## src/rtl/fu_alu_pipe_if.sv

```systemverilog
// Issue/result handshake bundle for the pipelined integer ALU FU.
// The RS/PRF side and the CDB arbiter side share one valid/ready channel set.
interface fu_alu_pipe_if #(
  parameter int XLEN   = 32,
  parameter int PREG_W = 7,
  parameter int ROB_W  = 4
);
  logic              issue_valid;
  logic              issue_ready;
  logic [6:0]        opcode;
  logic [2:0]        func3;
  logic [6:0]        func7;
  logic [XLEN-1:0]   imm;
  logic [XLEN-1:0]   pc;
  logic [XLEN-1:0]   ps1_data;
  logic [XLEN-1:0]   ps2_data;
  logic [PREG_W-1:0] pd;
  logic [ROB_W-1:0]  rob_idx;
  logic              out_valid;
  logic              out_ready;
  logic [PREG_W-1:0] out_pd;
  logic [ROB_W-1:0]  out_rob;
  logic [XLEN-1:0]   out_data;

  modport master (
    output issue_valid, opcode, func3, func7,
    output imm, pc, ps1_data, ps2_data,
    output pd, rob_idx, out_ready,
    input  issue_ready, out_valid,
    input  out_pd, out_rob, out_data
  );

  modport slave (
    input  issue_valid, opcode, func3, func7,
    input  imm, pc, ps1_data, ps2_data,
    input  pd, rob_idx, out_ready,
    output issue_ready, out_valid,
    output out_pd, out_rob, out_data
  );
endinterface

```

## src/rtl/fu_alu_pipe.sv

```systemverilog
// Elastic multi-stage RV32I integer ALU functional unit.
// Result is computed before stage 1; later stages only carry it.
module fu_alu_pipe #(
  parameter int XLEN   = 32,
  parameter int STAGES = 2,
  parameter int PREG_W = 7,
  parameter int ROB_W  = 4
) (
  input  logic          clk,
  input  logic          reset,
  input  logic          flush,
  fu_alu_pipe_if.slave  io
);
  localparam int SHW = $clog2(XLEN);
  localparam logic [6:0] OPC_OPI   = 7'b0010011;
  localparam logic [6:0] OPC_OP    = 7'b0110011;
  localparam logic [6:0] OPC_LUI   = 7'b0110111;
  localparam logic [6:0] OPC_AUIPC = 7'b0010111;

  typedef struct packed {
    logic [PREG_W-1:0] pd;
    logic [ROB_W-1:0]  rob;
    logic [XLEN-1:0]   data;
  } alu_st_t;

  logic [XLEN-1:0] a, b, res_d;
  logic [SHW-1:0]  sh;
  logic            is_op, is_opi;
  logic            is_lui, is_auipc;
  logic            alt;
  logic            unused_f7;

  assign unused_f7 = ^{io.func7[6], io.func7[4:0]};

  always_comb begin
    is_op    = io.opcode == OPC_OP;
    is_opi   = io.opcode == OPC_OPI;
    is_lui   = io.opcode == OPC_LUI;
    is_auipc = io.opcode == OPC_AUIPC;
    alt      = io.func7[5];
    a        = io.ps1_data;
    b        = is_op ? io.ps2_data : io.imm;
    sh       = b[SHW-1:0];
    res_d    = '0;
    unique case (1'b1)
      is_lui:   res_d = io.imm;
      is_auipc: res_d = io.pc + io.imm;
      is_op, is_opi: begin
        case (io.func3)
          3'b000: res_d = (is_op && alt) ? a - b : a + b;
          3'b001: res_d = a << sh;
          3'b010: res_d = XLEN'($signed(a) < $signed(b));
          3'b011: res_d = XLEN'(a < b);
          3'b100: res_d = a ^ b;
          3'b101: res_d = alt ? $unsigned($signed(a) >>> sh)
                              : a >> sh;
          3'b110: res_d = a | b;
          3'b111: res_d = a & b;
        endcase
      end
      default:  res_d = '0;
    endcase
  end

  alu_st_t           st_q [STAGES];
  alu_st_t           in_s;
  logic [STAGES-1:0] v_q;
  logic [STAGES-1:0] adv;

  assign in_s = '{pd: io.pd, rob: io.rob_idx, data: res_d};

  // A stage moves when any stage at or after it is empty, or the sink takes.
  always_comb begin
    logic acc;
    adv = '0;
    for (int i = 0; i < STAGES; i++) begin
      acc = io.out_ready;
      for (int j = i; j < STAGES; j++) begin
        acc = acc | ~v_q[j];
      end
      adv[i] = acc;
    end
  end

  always_ff @(posedge clk or negedge reset) begin
    if (!reset) begin
      v_q <= '0;
      for (int i = 0; i < STAGES; i++) begin
        st_q[i] <= '0;
      end
    end else begin
      if (adv[0] && io.issue_valid) begin
        st_q[0] <= in_s;
      end
      for (int i = 1; i < STAGES; i++) begin
        if (adv[i] && v_q[i-1]) begin
          st_q[i] <= st_q[i-1];
        end
      end
      if (flush) begin
        v_q <= '0;
      end else begin
        if (adv[0]) begin
          v_q[0] <= io.issue_valid;
        end
        for (int i = 1; i < STAGES; i++) begin
          if (adv[i]) begin
            v_q[i] <= v_q[i-1];
          end
        end
      end
    end
  end

  assign io.issue_ready = adv[0];
  assign io.out_valid   = v_q[STAGES-1];
  assign io.out_pd      = st_q[STAGES-1].pd;
  assign io.out_rob     = st_q[STAGES-1].rob;
  assign io.out_data    = st_q[STAGES-1].data;
endmodule

```

## src/flat_wrapper.sv

```systemverilog
// flat-port wrapper written by rule: the top's interface ports become plain ports
module fu_alu_pipe_flat 
#(
  parameter int XLEN   = 32,
  parameter int STAGES = 2,
  parameter int PREG_W = 7,
  parameter int ROB_W  = 4
)
  (clk, reset, flush, io_issue_valid, io_opcode, io_func3, io_func7, io_imm, io_pc, io_ps1_data, io_ps2_data, io_pd, io_rob_idx, io_out_ready, io_issue_ready, io_out_valid, io_out_pd, io_out_rob, io_out_data);
  fu_alu_pipe_if #(.XLEN(XLEN), .PREG_W(PREG_W), .ROB_W(ROB_W)) io_i ();
  input  logic clk;
  input  logic reset;
  input  logic flush;
  input wire logic [$bits(io_i.issue_valid)-1:0] io_issue_valid;
  input wire logic [$bits(io_i.opcode)-1:0] io_opcode;
  input wire logic [$bits(io_i.func3)-1:0] io_func3;
  input wire logic [$bits(io_i.func7)-1:0] io_func7;
  input wire logic [$bits(io_i.imm)-1:0] io_imm;
  input wire logic [$bits(io_i.pc)-1:0] io_pc;
  input wire logic [$bits(io_i.ps1_data)-1:0] io_ps1_data;
  input wire logic [$bits(io_i.ps2_data)-1:0] io_ps2_data;
  input wire logic [$bits(io_i.pd)-1:0] io_pd;
  input wire logic [$bits(io_i.rob_idx)-1:0] io_rob_idx;
  input wire logic [$bits(io_i.out_ready)-1:0] io_out_ready;
  output wire logic [$bits(io_i.issue_ready)-1:0] io_issue_ready;
  output wire logic [$bits(io_i.out_valid)-1:0] io_out_valid;
  output wire logic [$bits(io_i.out_pd)-1:0] io_out_pd;
  output wire logic [$bits(io_i.out_rob)-1:0] io_out_rob;
  output wire logic [$bits(io_i.out_data)-1:0] io_out_data;
  assign io_i.issue_valid = io_issue_valid;
  assign io_i.opcode = io_opcode;
  assign io_i.func3 = io_func3;
  assign io_i.func7 = io_func7;
  assign io_i.imm = io_imm;
  assign io_i.pc = io_pc;
  assign io_i.ps1_data = io_ps1_data;
  assign io_i.ps2_data = io_ps2_data;
  assign io_i.pd = io_pd;
  assign io_i.rob_idx = io_rob_idx;
  assign io_i.out_ready = io_out_ready;
  assign io_issue_ready = io_i.issue_ready;
  assign io_out_valid = io_i.out_valid;
  assign io_out_pd = io_i.out_pd;
  assign io_out_rob = io_i.out_rob;
  assign io_out_data = io_i.out_data;
  fu_alu_pipe #(.XLEN(XLEN), .STAGES(STAGES), .PREG_W(PREG_W), .ROB_W(ROB_W)) u_core (.clk(clk), .reset(reset), .flush(flush), .io(io_i));
endmodule
```

## config.mk

```make
export PLATFORM = sky130hd
export DESIGN_NAME = fu_alu_pipe_flat
export DESIGN_NICKNAME = d
export VERILOG_FILES = /design/src/rtl/fu_alu_pipe_if.sv /design/src/rtl/fu_alu_pipe.sv /design/src/flat_wrapper.sv
export SDC_FILE = /design/constraint.sdc
export NUM_CORES = 1
export LEC_CHECK = 0
export ABC_AREA = 1
export CAP_MARGIN = 25
export CORE_MARGIN = 10
export CORE_UTILIZATION = 26
export DETAILED_ROUTE_END_ITERATION = 10
export HOLD_SLACK_MARGIN = 0.12
export PLACE_DENSITY_LB_ADDON = 0.15
export SYNTH_ARGS = -nofsm -noshare
export SYNTH_HDL_FRONTEND = slang
export SYNTH_SLANG_ARGS = --single-unit
export TNS_END_PERCENT = 10
```

## constraint.sdc

```tcl
create_clock -name clk -period 4.8 [get_ports clk]
set_clock_uncertainty 0.1 [all_clocks]
set_input_delay 0.96 -clock clk [delete_from_list [all_inputs] [get_ports clk]]
set_output_delay 0.96 -clock clk [all_outputs]
set_load 0.05 [all_outputs]
```

=== After elaboration in Yosys (flattened, before gate mapping) ===
Cells that the tools add are included.

* Bits in registers: 88
* Input port bits: 161
* Output and inout port bits: 45
* Word-level logic and storage cells: 50

* Add/sub/neg operators: 3
* $lt $le $gt $ge: 2
* Equality and inequality tests: 11
* Shifts and indexed selects: 3
* Muxes and demuxes: 8
* Bitwise operators: 8
* Reductions and logical operators: 7

{| class="wikitable"
|+ Operators by type and width
! kind !! number
|-
| 32-bit one-hot mux with 8 select lines || 1
|-
| 32-bit 2-to-1 mux || 3
|-
| 32-bit one-hot mux with 3 select lines || 1
|-
| 32-bit adder || 2
|-
| 32-bit less-than comparator || 2
|-
| 32-bit bitwise AND || 1
|-
| 32-bit bitwise OR || 1
|-
| 32-bit by 5-bit left shift with 32-bit output || 1
|-
| 32-bit by 5-bit >> shifter with 32-bit output || 1
|-
| 32-bit by 5-bit >>> shifter with 32-bit output || 1
|-
| 32-bit subtractor || 1
|-
| 32-bit bitwise XOR || 1
|-
| 7-bit by 5-bit == test with 1-bit output (second input constant) || 2
|-
| 7-bit by 6-bit == test with 1-bit output (second input constant) || 2
|-
| 3-bit == test (second input constant) || 4
|-
| 3-bit by 2-bit == test with 1-bit output (second input constant) || 2
|-
| 2-bit nonzero test || 2
|-
| 3-bit by 1-bit == test with 1-bit output (second input constant) || 1
|-
| 1-bit logical AND || 3
|-
| 3-bit logical NOT || 1
|-
| 1-bit bitwise OR || 3
|-
| 1-bit 2-to-1 mux || 2
|-
| 2-bit 2-to-1 mux || 1
|-
| 1-bit inverter || 2
|-
| 2-bit OR reduction || 1
|}

=== Depth between registers and ports, before layout ===
* Word-level depth: 6
* Mapped depth: 30
* Mapped depth without buffers: 28

=== Worst setup path before layout ===
Ideal clock, no wire load.

* Kind: input to register
* From: input io_opcode[2]
* To: register u_core.st_q[67] in the netlist's numbering
* Library setup time: 117 ps
* Data arrival time: 3802 ps
* Data required time: 4583 ps
* Slack: 781 ps
* Cell stages on the path: 24
* Path buffers: 2
* Cells stage by stage: inv_2 -> nand2_2 -> nor2_8 -> nand3_1 -> nand2_2 -> buf_2 -> buf_1 -> ha_1 -> a21oi_1 -> nand2_1 -> a21boi_0 -> o21bai_1 -> a21boi_0 -> o21ai_0 -> nand2_1 -> inv_1 -> o21ai_0 -> nand2_1 -> nand2_1 -> nand3_1 -> nand2_1 -> nand2_1 -> nand2_1 -> nand2_1

* Word-level cells in the longest chain between the ends: 6
* Elaborated cells on any way between the ends: 19
* Those cells by class: 2 x add/sub; 4 x eq/ne; 3 x shift; 5 x mux; 3 x bitwise; 2 x reduce/logical

{| class="wikitable"
|+ Ends and longest elaborated chain
! element !! RTL line !! source
|-
| start, declared || flat_wrapper.sv:15 || <nowiki>input wire logic [$bits(io_i.opcode)-1:0] io_opcode;</nowiki>
|-
| 7-bit by 6-bit == test with 1-bit output || fu_alu_pipe.sv:36 || <nowiki>is_op = io.opcode == OPC_OP;</nowiki>
|-
| 32-bit 2-to-1 mux || fu_alu_pipe.sv:42 || <nowiki>b = is_op ? io.ps2_data : io.imm;</nowiki>
|-
| 32-bit adder (tied with other cells) || fu_alu_pipe.sv:50 || <nowiki>3'b000: res_d = (is_op && alt) ? a - b : a + b;</nowiki>
|-
| 32-bit 2-to-1 mux, on equally long branches || fu_alu_pipe.sv:50, fu_alu_pipe.sv:55 ||
|-
| 32-bit one-hot mux with 8 select lines || fu_alu_pipe.sv:49 || <nowiki>case (io.func3)</nowiki>
|-
| 32-bit one-hot mux with 3 select lines (*) || fu_alu_pipe.sv:45 || <nowiki>unique case (1'b1)</nowiki>
|-
| end signal, assigned by index || fu_alu_pipe.sv:97 || <nowiki>st_q[i] <= st_q[i-1];</nowiki>
|-
| end, declared || fu_alu_pipe.sv:65 || <nowiki>alu_st_t st_q [STAGES];</nowiki>
|}

Mark *: on every way between the ends. The rest lies on a longest branch, timed or not.
A chain may end at the register's enable or synchronous reset.

=== Worst setup path after layout ===
* From: input io_opcode[0]
* To: register u_core.st_q[65] in the netlist's numbering

Same word-level chain as after synthesis.

==> results.py <==
metrics = {
    "synthesis": {
        "synthFlopType": "dfrtp_1",
        "synth_area_sq_um": 15700,
        "yosysWarningCount": 0,
        "syn_avg_cell_area_sq_um": 5.63,
        "synth_cells": 2783,
        "synth-seq-cells": 88,
        "synth_top_cells_by_count": "nand2_1, inv_1, nand3_1",
        "synth.most_common_cell": "nand2_1",
        "yosysSeqAreaShare": 0.140,
        "async_flop_share": 1.00,
        "synth_edf_count": 0,
        "syn-num-nets": 3067,
        "synthTopCellsByArea": "nand2_1, dfrtp_1, ha_1, nand3_1, inv_1",
        "yosysTopAreaCell": "nand2_1",
        "synth_top_area_share": 0.202,
        "yosysUniqueCellTypes": 55,
    },
    "final_layout": {
        "final_util": 0.358,
        "stdcell_count": 3994,
        "drive_gt1_frac": 0.159,
        "finalNetCount": 3498,
        "num-fill-cells": 6761,
        "syn_to_final_growth_pct": 35.6,
    },
    "setup_path": {
        "crit_family": "buffers and inverters",
        "worst_r2r_path_depth": 6,
        "path_class": "input pin to register",
        "crit_slowest_cell": "clkdlybuf4s50_1",
        "path_common_cell": "nand2_1",
        "start_kind": "input pin",
        "end_kind": "register",
        "cp.arrival_ps": 4770,
        "critPathBufInv": 8,
        "crit_required_ps": 4950,
        "startpoint": "io_opcode[0]",
        "critical_path_depth": 28,
        "critPathMaxStageDelay_ps": 480,
        "critPathCapture": "u_core.st_q[65]",
        "reg2reg_slack_ps": 2720,
        "r2r_start": "u_core.v_q[0]",
        "r2r-end": "u_core.st_q[81]",
        "path_max_fanout": 16,
    },
    "floorplanning": {
        "start_util": 0.264,
        "fp.dieW_um": 266,
        "rows": 89,
        "die_y_um": 266,
        "die_area_sq_um": 70500,
        "coreArea_sq_um": 59400,
        "ios": 206,
    },
    "grt": {
        "grt_util_met1": 0.342,
        "grt_pass1_wl_um": 131000,
        "grt_busiest_layer": "met2",
        "use_met2": 0.398,
        "overflow": 0,
        "grt_pass1_vias": 19700,
        "grt_usage": 0.250,
        "grt_max_degree": 64,
        "grt_use_met3": 0.0377,
        "grt_antenna_before_repair": 2,
    },
    "clocking": {
        "clk_pin_slew_ps": 70,
        "cts-root-buf": "clkbuf_16",
        "clock_latency_ps": 370,
        "cts_buffers": 9,
        "cts.sinks": 88,
        "tritoncts": "built",
        "max-clock-path-buffers": 2,
        "ctsHoldBuffers": 0,
        "htree_levels": 3,
    },
    "power_and_ir_drop": {
        "power_density_nw_per_um2": 178,
        "p_int_mw": 2.05,
        "p_clk_frac": 0.203,
        "combPwrFrac": 0.587,
        "seq_power_share": 0.211,
        "irDropWorstVdd_mv": 0.154,
        "switching_share": 0.457,
        "p_switching_mw": 1.72,
        "leakagePower_nw": 11.0,
    },
    "drt": {
        "wl_per_cell_um": 22.8,
        "vias": 20300,
        "drtIter0Drc": 1971,
        "dr.pass1.iters": 6,
        "post-route-drc-count": 0,
        "routed_wl_um": 91000,
        "drt.antenna.violating_nets": 0,
        "vias_per_cell": 5.09,
    },
    "place": {
        "routabilityCongestion": 1.01,
        "pre_cts_slack_ps": -389,
        "dpl.cell_count": 3976,
        "dpl.hpwl_um": 77700,
        "portBuffers": 199,
    },
    "timing": {
        "period_needed_ps": 4620,
        "worst_pin_slew_ps": 979,
        "setup_violations": 0,
        "hold_violations": 0,
        "fin_ws_ps": 182,
        "slew_violations": 0,
        "max_freq_mhz": 217,
        "rsz0062_at_grt": "true",
        "slew_headroom": 0.347,
        "final.setup.tns_ps": 0,
        "holdWs_ps": 382,
        "period_share": 0.962,
    },
    "run": {
        "drv_cap": 0,
    },
    "min_path": {
        "hold_class": "register to register",
    },
    "status": {
        "status": "finished, final reports clean",
    },
}
[cells in the final DEF, fill, tap and decap left out, types with 9 or more instances in the layout]
cell type / netlist / routed
o211ai_1: 34 / 34
mux2_2: 32 / 32
nor3_1: 24 / 20
dfrtp_1: 88 / 88
clkbuf_16: 0 / 9
clkdlybuf4s50_1: 0 / 198
o21ai_1: 70 / 87
inv_2: 17 / 17
nand3_1: 299 / 295
ha_1: 121 / 116
nand2_2: 8 / 10
inv_1: 355 / 355
xor2_1: 11 / 11
or2_2: 13 / 13
a211oi_1: 11 / 11
a32o_1: 9 / 9
buf_4: 48 / 377
nor2_1: 188 / 183
nand2_1: 845 / 843
a21oi_1: 180 / 178
nand4_1: 23 / 23
o21ai_0: 169 / 152
a31oi_1: 15 / 14
o21a_1: 17 / 17
buf_12: 0 / 11
[metrics by stage]
step                      total power, mW  area, sq um
final                                3.78        21300
after floorplan                      1.94        15700
after global placement               2.97        20800
after global routing                 4.03        21300
after CTS                            3.76        21100
after detailed placement             2.97        20800
[cell type report]
class / count / area, sq um / area share
Antenna cell: 2 / 5.00 / 0.000235
Clock buffer: 9 / 225 / 0.0106
Clock inverter: 7 / 88.8 / 0.00418
Inverter: 374 / 1410 / 0.0662
Multi-Input combinational cell: 2155 / 11300 / 0.533
Sequential cell: 88 / 2200 / 0.104
Tap cell: 773 / 967 / 0.0455
Timing Repair Buffer: 586 / 5030 / 0.237
[registers in the layout (all words and copies together), names as in the netlist]
| register | count |
|---|---|
| u_core.io.out_data | 32 |
| u_core.io.out_pd | 7 |
| u_core.v_q | 2 |
| u_core.st_q | 43 |
| u_core.io.out_rob | 4 |
[worst min-delay path, delay by kind of cell, from the launching register on]
| family | cells | cell delay, ps |
|---|---|---|
| DFF | 1 | 350 |
| and+or+nand+nor | 2 | 100 |
[power groups by stage]
stage,Clock [mW],Combinational [mW],Sequential (mW)
4_1_cts,0.792,2.17,0.796
3_5_place_dp,0,2.16,0.810
3_3_place_gp,0,2.17,0.808
2_1_floorplan,0,1.14,0.805
6_report,0.765,2.22,0.795
5_1_grt,0.824,2.41,0.800
[per-layer routing]
layer | wire (um) | part of all wire
met3 | 5910 | 0.065
met2 | 40200 | 0.44
met4 | 2760 | 0.030
met5 | 0 | 0
met1 | 42100 | 0.46
[repair_timing]
item / in CTS / in global routing
setup buffers: 0 / 0
endpoints found under the setup margin: 1 / 22
cloned: 0 / 0
gates resized for setup: 1 / 39
[cells by family (layout without fill, tap and decap cells)]
group	Yosys count	count (layout)	synth area share
AND/OR/NAND/NOR	1427	1427	0.382
AO/OA/AOI/OAI	557	557	0.202
buffers and inverters	540	976	0.144
adder cells (fa/ha/maj)	123	123	0.0991
flip-flops	88	88	0.140
multiplexers	36	36	0.0255
XOR/XNOR	12	12	0.00671
other	0	2	0
[worst min-delay path by stage]
stage	startpoint	to	slack [ps]	cells after the start
2_1_floorplan	u_core.st_q[78]	u_core.st_q[78]	340	2
3_3_place_gp	u_core.st_q[57]	u_core.st_q[57]	370	2
3_5_place_dp	u_core.st_q[46]	u_core.st_q[46]	360	2
4_1_cts	u_core.st_q[85]	u_core.st_q[85]	390	2
5_1_grt	u_core.st_q[85]	u_core.st_q[85]	400	2
6_report	u_core.st_q[46]	u_core.st_q[46]	380	2
Note: power is estimated with default switching activity, not from simulation.
